<file path="src/rtl/skullfet_cell_tester.sv">
// Self-test sequencer for the skullfet inverter and nand cells: drives four
// input vectors, samples the synchronised outputs and accumulates error stats.
module skullfet_cell_tester #(
  parameter int SETTLE_CYCLES = 8,
  parameter int SYNC_STAGES   = 2,
  parameter int ERR_W         = 8
) (
  input  logic             clk,
  input  logic             rst_n,
  input  logic             start,
  input  logic             loop_en,
  output logic             inv_a,
  output logic             nand_a,
  output logic             nand_b,
  input  logic             inv_y,
  input  logic             nand_y,
  output logic             busy,
  output logic             done,
  output logic             pass,
  output logic [ERR_W-1:0] err_count,
  output logic [7:0]       fail_mask,
  output logic [1:0]       vector_idx
);

  typedef enum logic [2:0] {
    IDLE,
    DRIVE,
    SETTLE,
    SAMPLE,
    FINISH
  } state_t;

  localparam logic [ERR_W:0] ERR_MAX  = {1'b0, {ERR_W{1'b1}}};
  localparam logic [7:0]     SETTLE_LAST = 8'(SETTLE_CYCLES - 1);

  state_t state, state_nxt;

  logic [7:0]             settle_cnt;
  logic [SYNC_STAGES-1:0] inv_sync, nand_sync;
  logic                   inv_s, nand_s;
  logic                   inv_bad, nand_bad;
  logic [ERR_W:0]         err_sum;
  logic [ERR_W-1:0]       err_next;
  logic [7:0]             mask_hit;
  logic [1:0]             idx_inc;

  // Cell outputs are asynchronous to clk, so each passes through a flop chain.
  always_ff @(posedge clk or negedge rst_n) begin
    if (!rst_n) begin
      inv_sync  <= '0;
      nand_sync <= '0;
    end else begin
      inv_sync  <= {inv_sync[SYNC_STAGES-2:0], inv_y};
      nand_sync <= {nand_sync[SYNC_STAGES-2:0], nand_y};
    end
  end

  assign inv_s  = inv_sync[SYNC_STAGES-1];
  assign nand_s = nand_sync[SYNC_STAGES-1];

  always_ff @(posedge clk or negedge rst_n) begin
    if (!rst_n) state <= IDLE;
    else        state <= state_nxt;
  end

  always_comb begin
    state_nxt = state;
    case (state)
      IDLE:    if (start) state_nxt = DRIVE;
      DRIVE:   state_nxt = SETTLE;
      SETTLE:  if (settle_cnt == SETTLE_LAST) state_nxt = SAMPLE;
      SAMPLE:  state_nxt = (vector_idx == 2'd3) ? FINISH : DRIVE;
      FINISH:  state_nxt = loop_en ? DRIVE : IDLE;
      default: state_nxt = IDLE;
    endcase
  end

  // Expected values come from the drive registers, which hold the current
  // vector until the edge leaving SAMPLE.
  always_comb begin
    inv_bad  = (inv_s != ~inv_a);
    nand_bad = (nand_s != ~(nand_a & nand_b));
    err_sum  = {1'b0, err_count} + (ERR_W+1)'(inv_bad) + (ERR_W+1)'(nand_bad);
    err_next = (err_sum > ERR_MAX) ? ERR_MAX[ERR_W-1:0] : err_sum[ERR_W-1:0];
    mask_hit = '0;
    mask_hit[{1'b0, vector_idx}] = inv_bad;
    mask_hit[{1'b1, vector_idx}] = nand_bad;
    idx_inc  = vector_idx + 2'd1;
  end

  always_ff @(posedge clk or negedge rst_n) begin
    if (!rst_n) begin
      inv_a      <= 1'b0;
      nand_a     <= 1'b0;
      nand_b     <= 1'b0;
      pass       <= 1'b0;
      err_count  <= '0;
      fail_mask  <= '0;
      vector_idx <= '0;
      settle_cnt <= '0;
    end else begin
      case (state)
        IDLE: begin
          if (start) begin
            vector_idx <= '0;
            err_count  <= '0;
            fail_mask  <= '0;
            inv_a      <= 1'b0;
            nand_a     <= 1'b0;
            nand_b     <= 1'b0;
          end
        end
        DRIVE:  settle_cnt <= '0;
        SETTLE: settle_cnt <= settle_cnt + 8'd1;
        SAMPLE: begin
          err_count <= err_next;
          fail_mask <= fail_mask | mask_hit;
          if (vector_idx != 2'd3) begin
            vector_idx <= idx_inc;
            nand_a     <= idx_inc[1];
            nand_b     <= idx_inc[0];
            inv_a      <= idx_inc[0];
          end
        end
        FINISH: begin
          pass <= (fail_mask == 8'h00);
          if (loop_en) begin
            vector_idx <= '0;
            inv_a      <= 1'b0;
            nand_a     <= 1'b0;
            nand_b     <= 1'b0;
          end
        end
        default: ;
      endcase
    end
  end

  assign busy = (state == DRIVE) || (state == SETTLE) || (state == SAMPLE);
  assign done = (state == FINISH);

endmodule

</file>
<file path="config.mk">
export PLATFORM = sky130hd
export DESIGN_NAME = skullfet_cell_tester
export DESIGN_NICKNAME = d
export VERILOG_FILES = /design/src/rtl/skullfet_cell_tester.sv
export SDC_FILE = /design/constraint.sdc
export NUM_CORES = 1
export LEC_CHECK = 0
export CAP_MARGIN = 10
export CORE_UTILIZATION = 52
export DETAILED_ROUTE_END_ITERATION = 6
export PLACE_DENSITY_LB_ADDON = 0.05
export RECOVER_POWER = 50
export SETUP_SLACK_MARGIN = 0.02
export SLEW_MARGIN = 0
export SYNTH_ARGS = -nofsm -noshare
export SYNTH_HDL_FRONTEND = slang
export SYNTH_SLANG_ARGS = --single-unit
</file>
<file path="constraint.sdc">
create_clock -name clk -period 2.65 [get_ports clk]
set_input_delay 0.53 -clock clk [delete_from_list [all_inputs] [get_ports clk]]
set_output_delay 0.53 -clock clk [all_outputs]
set_load 0.01 [all_outputs]
</file>
# == After elaboration in Yosys (flattened, before gate mapping) ==
# Cells that the tools add are included.
# totals
in_bits,6
reg_bits,36
wordCells,74
out_inout_bits,24
# classes
magnitude_cmp,5
add_sub_neg,4
reduce_logical,12
eq_ne,13
n_bitwise,5
n_mux,25
# op_table
cell,n
8-bit one-hot mux with 2 select lines,3
8-bit 2-to-1 mux,2
3-bit one-hot mux with 5 select lines,1
2-bit inequality test (second input constant),5
8-bit by 1-bit adder with 9-bit output,1
9-bit by 1-bit adder with 9-bit output,1
9-bit by 8-bit > comparator with 1-bit output (second input constant),1
3-bit 2-to-1 mux,3
8-bit by 1-bit adder with 8-bit output (second input constant),1
8-bit by 4-bit AND with 8-bit output,1
8-bit bitwise mux,1
8-bit by 3-bit equality test with 1-bit output (second input constant),1
8-bit logical NOT,1
8-bit bitwise OR,1
1-bit 2-to-1 mux,7
3-bit by 2-bit equality test with 1-bit output (second input constant),2
2-bit 2-to-1 mux,3
1-bit one-hot mux with 3 select lines,2
2-bit one-hot mux with 3 select lines,1
1-bit demux with 2-bit select,2
2-bit by 4-bit less-than comparator with 1-bit output (second input constant),1
3-bit by 4-bit less-than comparator with 1-bit output (second input constant),1
2-bit AND reduction,2
4-bit AND reduction,1
other kinds (14),19

# == Depth between registers and ports, before layout ==
# logic_depth
ltp_word,8
mapped_depth,8
ltp_nobuf,8

# == Worst setup path after synthesis ==
# Ideal clock, no wire load.
# synth_timing
kind,register -> register
start,"reg, netlist name vector_idx[0]"
end,reg err_count[5]
t_required_ps,2515
synth_period_minus_slack_ps,2296
path_stages_with_launch,9
n_path_buf,0
setup_ps,135
path_slack_ps,354
arrival_ps,2161
path_cell_list,dfrtp_1 ha_1 ha_1 inv_1 fa_1 ha_1 and4_1 nor4_1 a211oi_1
# synth_rtl
item,line_no,source
"end signal, assigned",116,err_count <= err_next;
"end, declared",20,"output logic [ERR_W-1:0] err_count,"

# == Worst setup path after layout ==
# layout_timing
start,reg nand_a
end,reg err_count[5]
# layout_via
elab_chain_cells,7
# layout_rtl
item,line_no,source
"start, declared",13,"output logic nand_a,"
"start signal, assigned",120,nand_a <= idx_inc[1];
1-bit AND (*),82,nand_bad = (nand_s != ~(nand_a & nand_b));
1-bit NOT (*),82,
1-bit inequality test (*),82,
9-bit by 1-bit adder with 9-bit output (*),83,"err_sum = {1'b0, err_count} + (ERR_W+1)'(inv_bad) + (ERR_W+1)'(nand_bad);"
9-bit by 8-bit > comparator with 1-bit output,84,err_next = (err_sum > ERR_MAX) ? ERR_MAX[ERR_W-1:0] : err_sum[ERR_W-1:0];
8-bit 2-to-1 mux (*),84,
8-bit one-hot mux with 2 select lines (*),102,case (state)
# Every way passes the cells marked *; elsewhere a longest branch is shown, timed or not.
# A chain may end at the register's enable or synchronous reset.

==> reports/qor.txt <==
WHS = 0.3578 ns
Num Clock Sinks = 34
final WL = 4205 um
Hold Fails Final Rpt = 0
mean post-synth cell area = 10.02 um^2
GPL Wtd Cong = 0.8953
row cnt = 21
post-route ant nets = 0
first-pass GRT wire length = 7196 um
Worst path max stage delay = 0.45 ns
CTS tree = yes
CP Data Required Time = 2.78 ns
Initial Util = 56.02%
setup slack after layout = 0.2315 ns
sequential area share after synthesis = 43.79%
Yosys reg bits = 34
GRT Total Usage = 23.21%
CTS clk-pin slew, worst paths = 0.07 ns
Final Net Count = 236
DRT iter0 DRCs = 117
fin area = 2317 um^2
fmax = 413.5 MHz
worst-case vdd ir drop = 379.7 uV
vias in the first global route = 1,576
Sw Ratio = 41.37%
unrepaired setup endpoints after global routing = false
PwrDens = 1044 nW/um^2
Crit-path slowest cell = fa_1
most frequent cells in the layout = dfrtp_1, clkdlybuf4s50_1, nor2_1, a21oi_1, inv_1
period utilization = 91.26%
Sequential Power Share = 33.8%
CTS root buffer = clkbuf_8
wire per inst = 15.69 um
Cell Chain, Critical Path = ha_1, ha_1, inv_1, fa_1, ha_1, and4_1, nor4_1, a211oi_1
final number of setup-violating endpoints = 0
syn_nets = 208
Post-Syn Instances = 194
drt pass-1 iters = 4
Clock Latency Late Sink = 0.29 ns
largest net degree at the start of global routing = 35
I/O Pins = 30
Worst EP arrival = 2.55 ns
vias per cell = 6.131
chip width = 63.13 um
pre-CTS setup slack = 0.2872 ns
clock period minus worst slack = 2.418 ns
post-detail-place hpwl = 2877 um
# Post-CTS Setup Buffers = 0
Design Power = 2.419 mW
Hold Crit Class = reg -> reg
P_leak = 0.9683 nW
Mapped Area = 1943 um^2
Tightest Pin Transition = 1.156 ns
most common cell after layout, fill and taps aside = dfrtp_1
internal power = 1.418 mW
EDFF count, synth = 0
Post-Route Setup TNS = 0 ns
Layout area overhead = 19.25%
Synth cell types = 51
MaxCap Viol Count = 0
DIE AREA = 3985 um^2
Residual DRC = 0
Ys Warns = 0
most frequent CP cell = ha_1
Bufs and invs on worst path = 1
largest delay contributor family on the critical path = adder cells
critical path peak fanout = 6
commonest register cell after synthesis = dfrtp_1
CTS Buf Count = 5
Setup crit end kind = register
post_cts resized = 0
CTS hold repair buffers = 0
Area after DPL = 2245 um^2
skew final = 0.006023 ns
CP Launch Type = register
Clock power frac = 14.9%
htree depth = 2
# port buffers = 29
initial antenna violation count = 0
Post-synth ARST share = 100.0%
Slew Viols, Final = 0
share of cells above drive strength 1 = 9.009%
Comb pwr share = 51.3%
Sw Pwr = 1.001 mW
Relative slew margins = 22.94%
Via Count = 1,643
Core Footprint = 3468 um^2
ant diodes = 0
grt ovf = 0
Die Ht = 63.13 um
outcome = completed
kind of critical path = reg -> reg
Longest Clk Path Bufs = 2
-- layout make-up --
| type | count | area [um^2] |
|---|---|---|
| fill | 289 | 1151 |
| clock inverter | 2 | 10.01 |
| tap | 46 | 57.56 |
| timing repair buffer | 36 | 336.6 |
| sequential | 34 | 850.8 |
| clock buffer | 5 | 68.82 |
| multi-input combinational | 136 | 959.7 |
| inverter | 9 | 33.78 |
-- per-stage QoR --
stage	cells	util [%]
2_1_floorplan	194	-
3_3_place_gp	261	64.72
3_5_place_dp	261	64.72
4_1_cts	268	66.99
5_1_grt	268	66.81
6_report	268	66.81
-- power by group through the flow --
stage          clock, mW  combinational [mW]  sequential, mW
3_5_place_dp           0                1.24           0.825
4_1_cts            0.374                1.25           0.815
2_1_floorplan          0               0.775           0.849
6_report           0.362                1.24           0.817
3_3_place_gp           0                1.21           0.812
5_1_grt            0.388                1.36           0.842
-- synth_stat cells, drive strengths merged, types with 2 or more instances --
cell | count | area share (%)
nor2 | 17 | 3.3
nor4b | 2 | 1.7
nand3b | 2 | 1.4
nand2b | 2 | 0.64
a31oi | 5 | 1.6
and3 | 4 | 1.3
buf | 15 | 5.1
nand4b | 3 | 1.4
o21ai | 7 | 1.8
nand3 | 5 | 1.3
nor3 | 3 | 0.77
mux2i | 3 | 1.5
o31ai | 2 | 0.77
nand2 | 6 | 1.2
nand4 | 4 | 1.3
inv | 9 | 1.7
nor2b | 3 | 0.97
a21oi | 17 | 4.4
nor4 | 6 | 1.9
and2 | 5 | 1.6
xnor2 | 2 | 0.90
o211ai | 3 | 1.2
a211oi | 3 | 1.7
a32oi | 2 | 0.90
o22ai | 3 | 0.97
and4 | 3 | 1.4
dfrtp | 34 | 44
ha | 7 | 4.5
-- path summary, 6_finish.rpt --
check / start / end / slack, ns / depth (start not counted)
max reg2reg: nand_a / err_count[5] / 0.23 / 8
max: nand_a / err_count[5] / 0.23 / 8
min: inv_sync[0] / inv_sync[1] / 0.36 / 0
min in group asynchronous: rst_n / fail_mask[1] / 0.88 / 2
max in group asynchronous: rst_n / nand_sync[0] / 1.24 / 2
min reg2reg: inv_sync[0] / inv_sync[1] / 0.36 / 0
-- metal layers --
layer | wire length [um] | GRT usage (%)
met3 | 199 | 3.623
met1 | 1879 | 29.26
met4 | 93 | 11.63
met2 | 2031 | 38.44
met5 | 0 | 0
-- state kept, by name (all words and copies together), names as in the netlist --
name and flops:
err_count 8, fail_mask 8, settle_cnt 8, state 3, inv_sync 2, nand_sync 2, nand_a 1, pass 1
vector_idx 1
-- kinds of logic (layout without fill, tap and decap cells) --
kind of cell	Yosys count	after routing	synth area share (%)
AOI/OAI and AO/OA	52	52	18.03
xor gates and xnor gates	2	2	0.9016
adders and majority gates	8	8	5.538
buffers and inverters	24	52	6.825
DFF	34	34	43.79
muxes	3	3	1.545
and+or+nand+nor	71	71	23.37
Power figures use the tool's default switching activity.
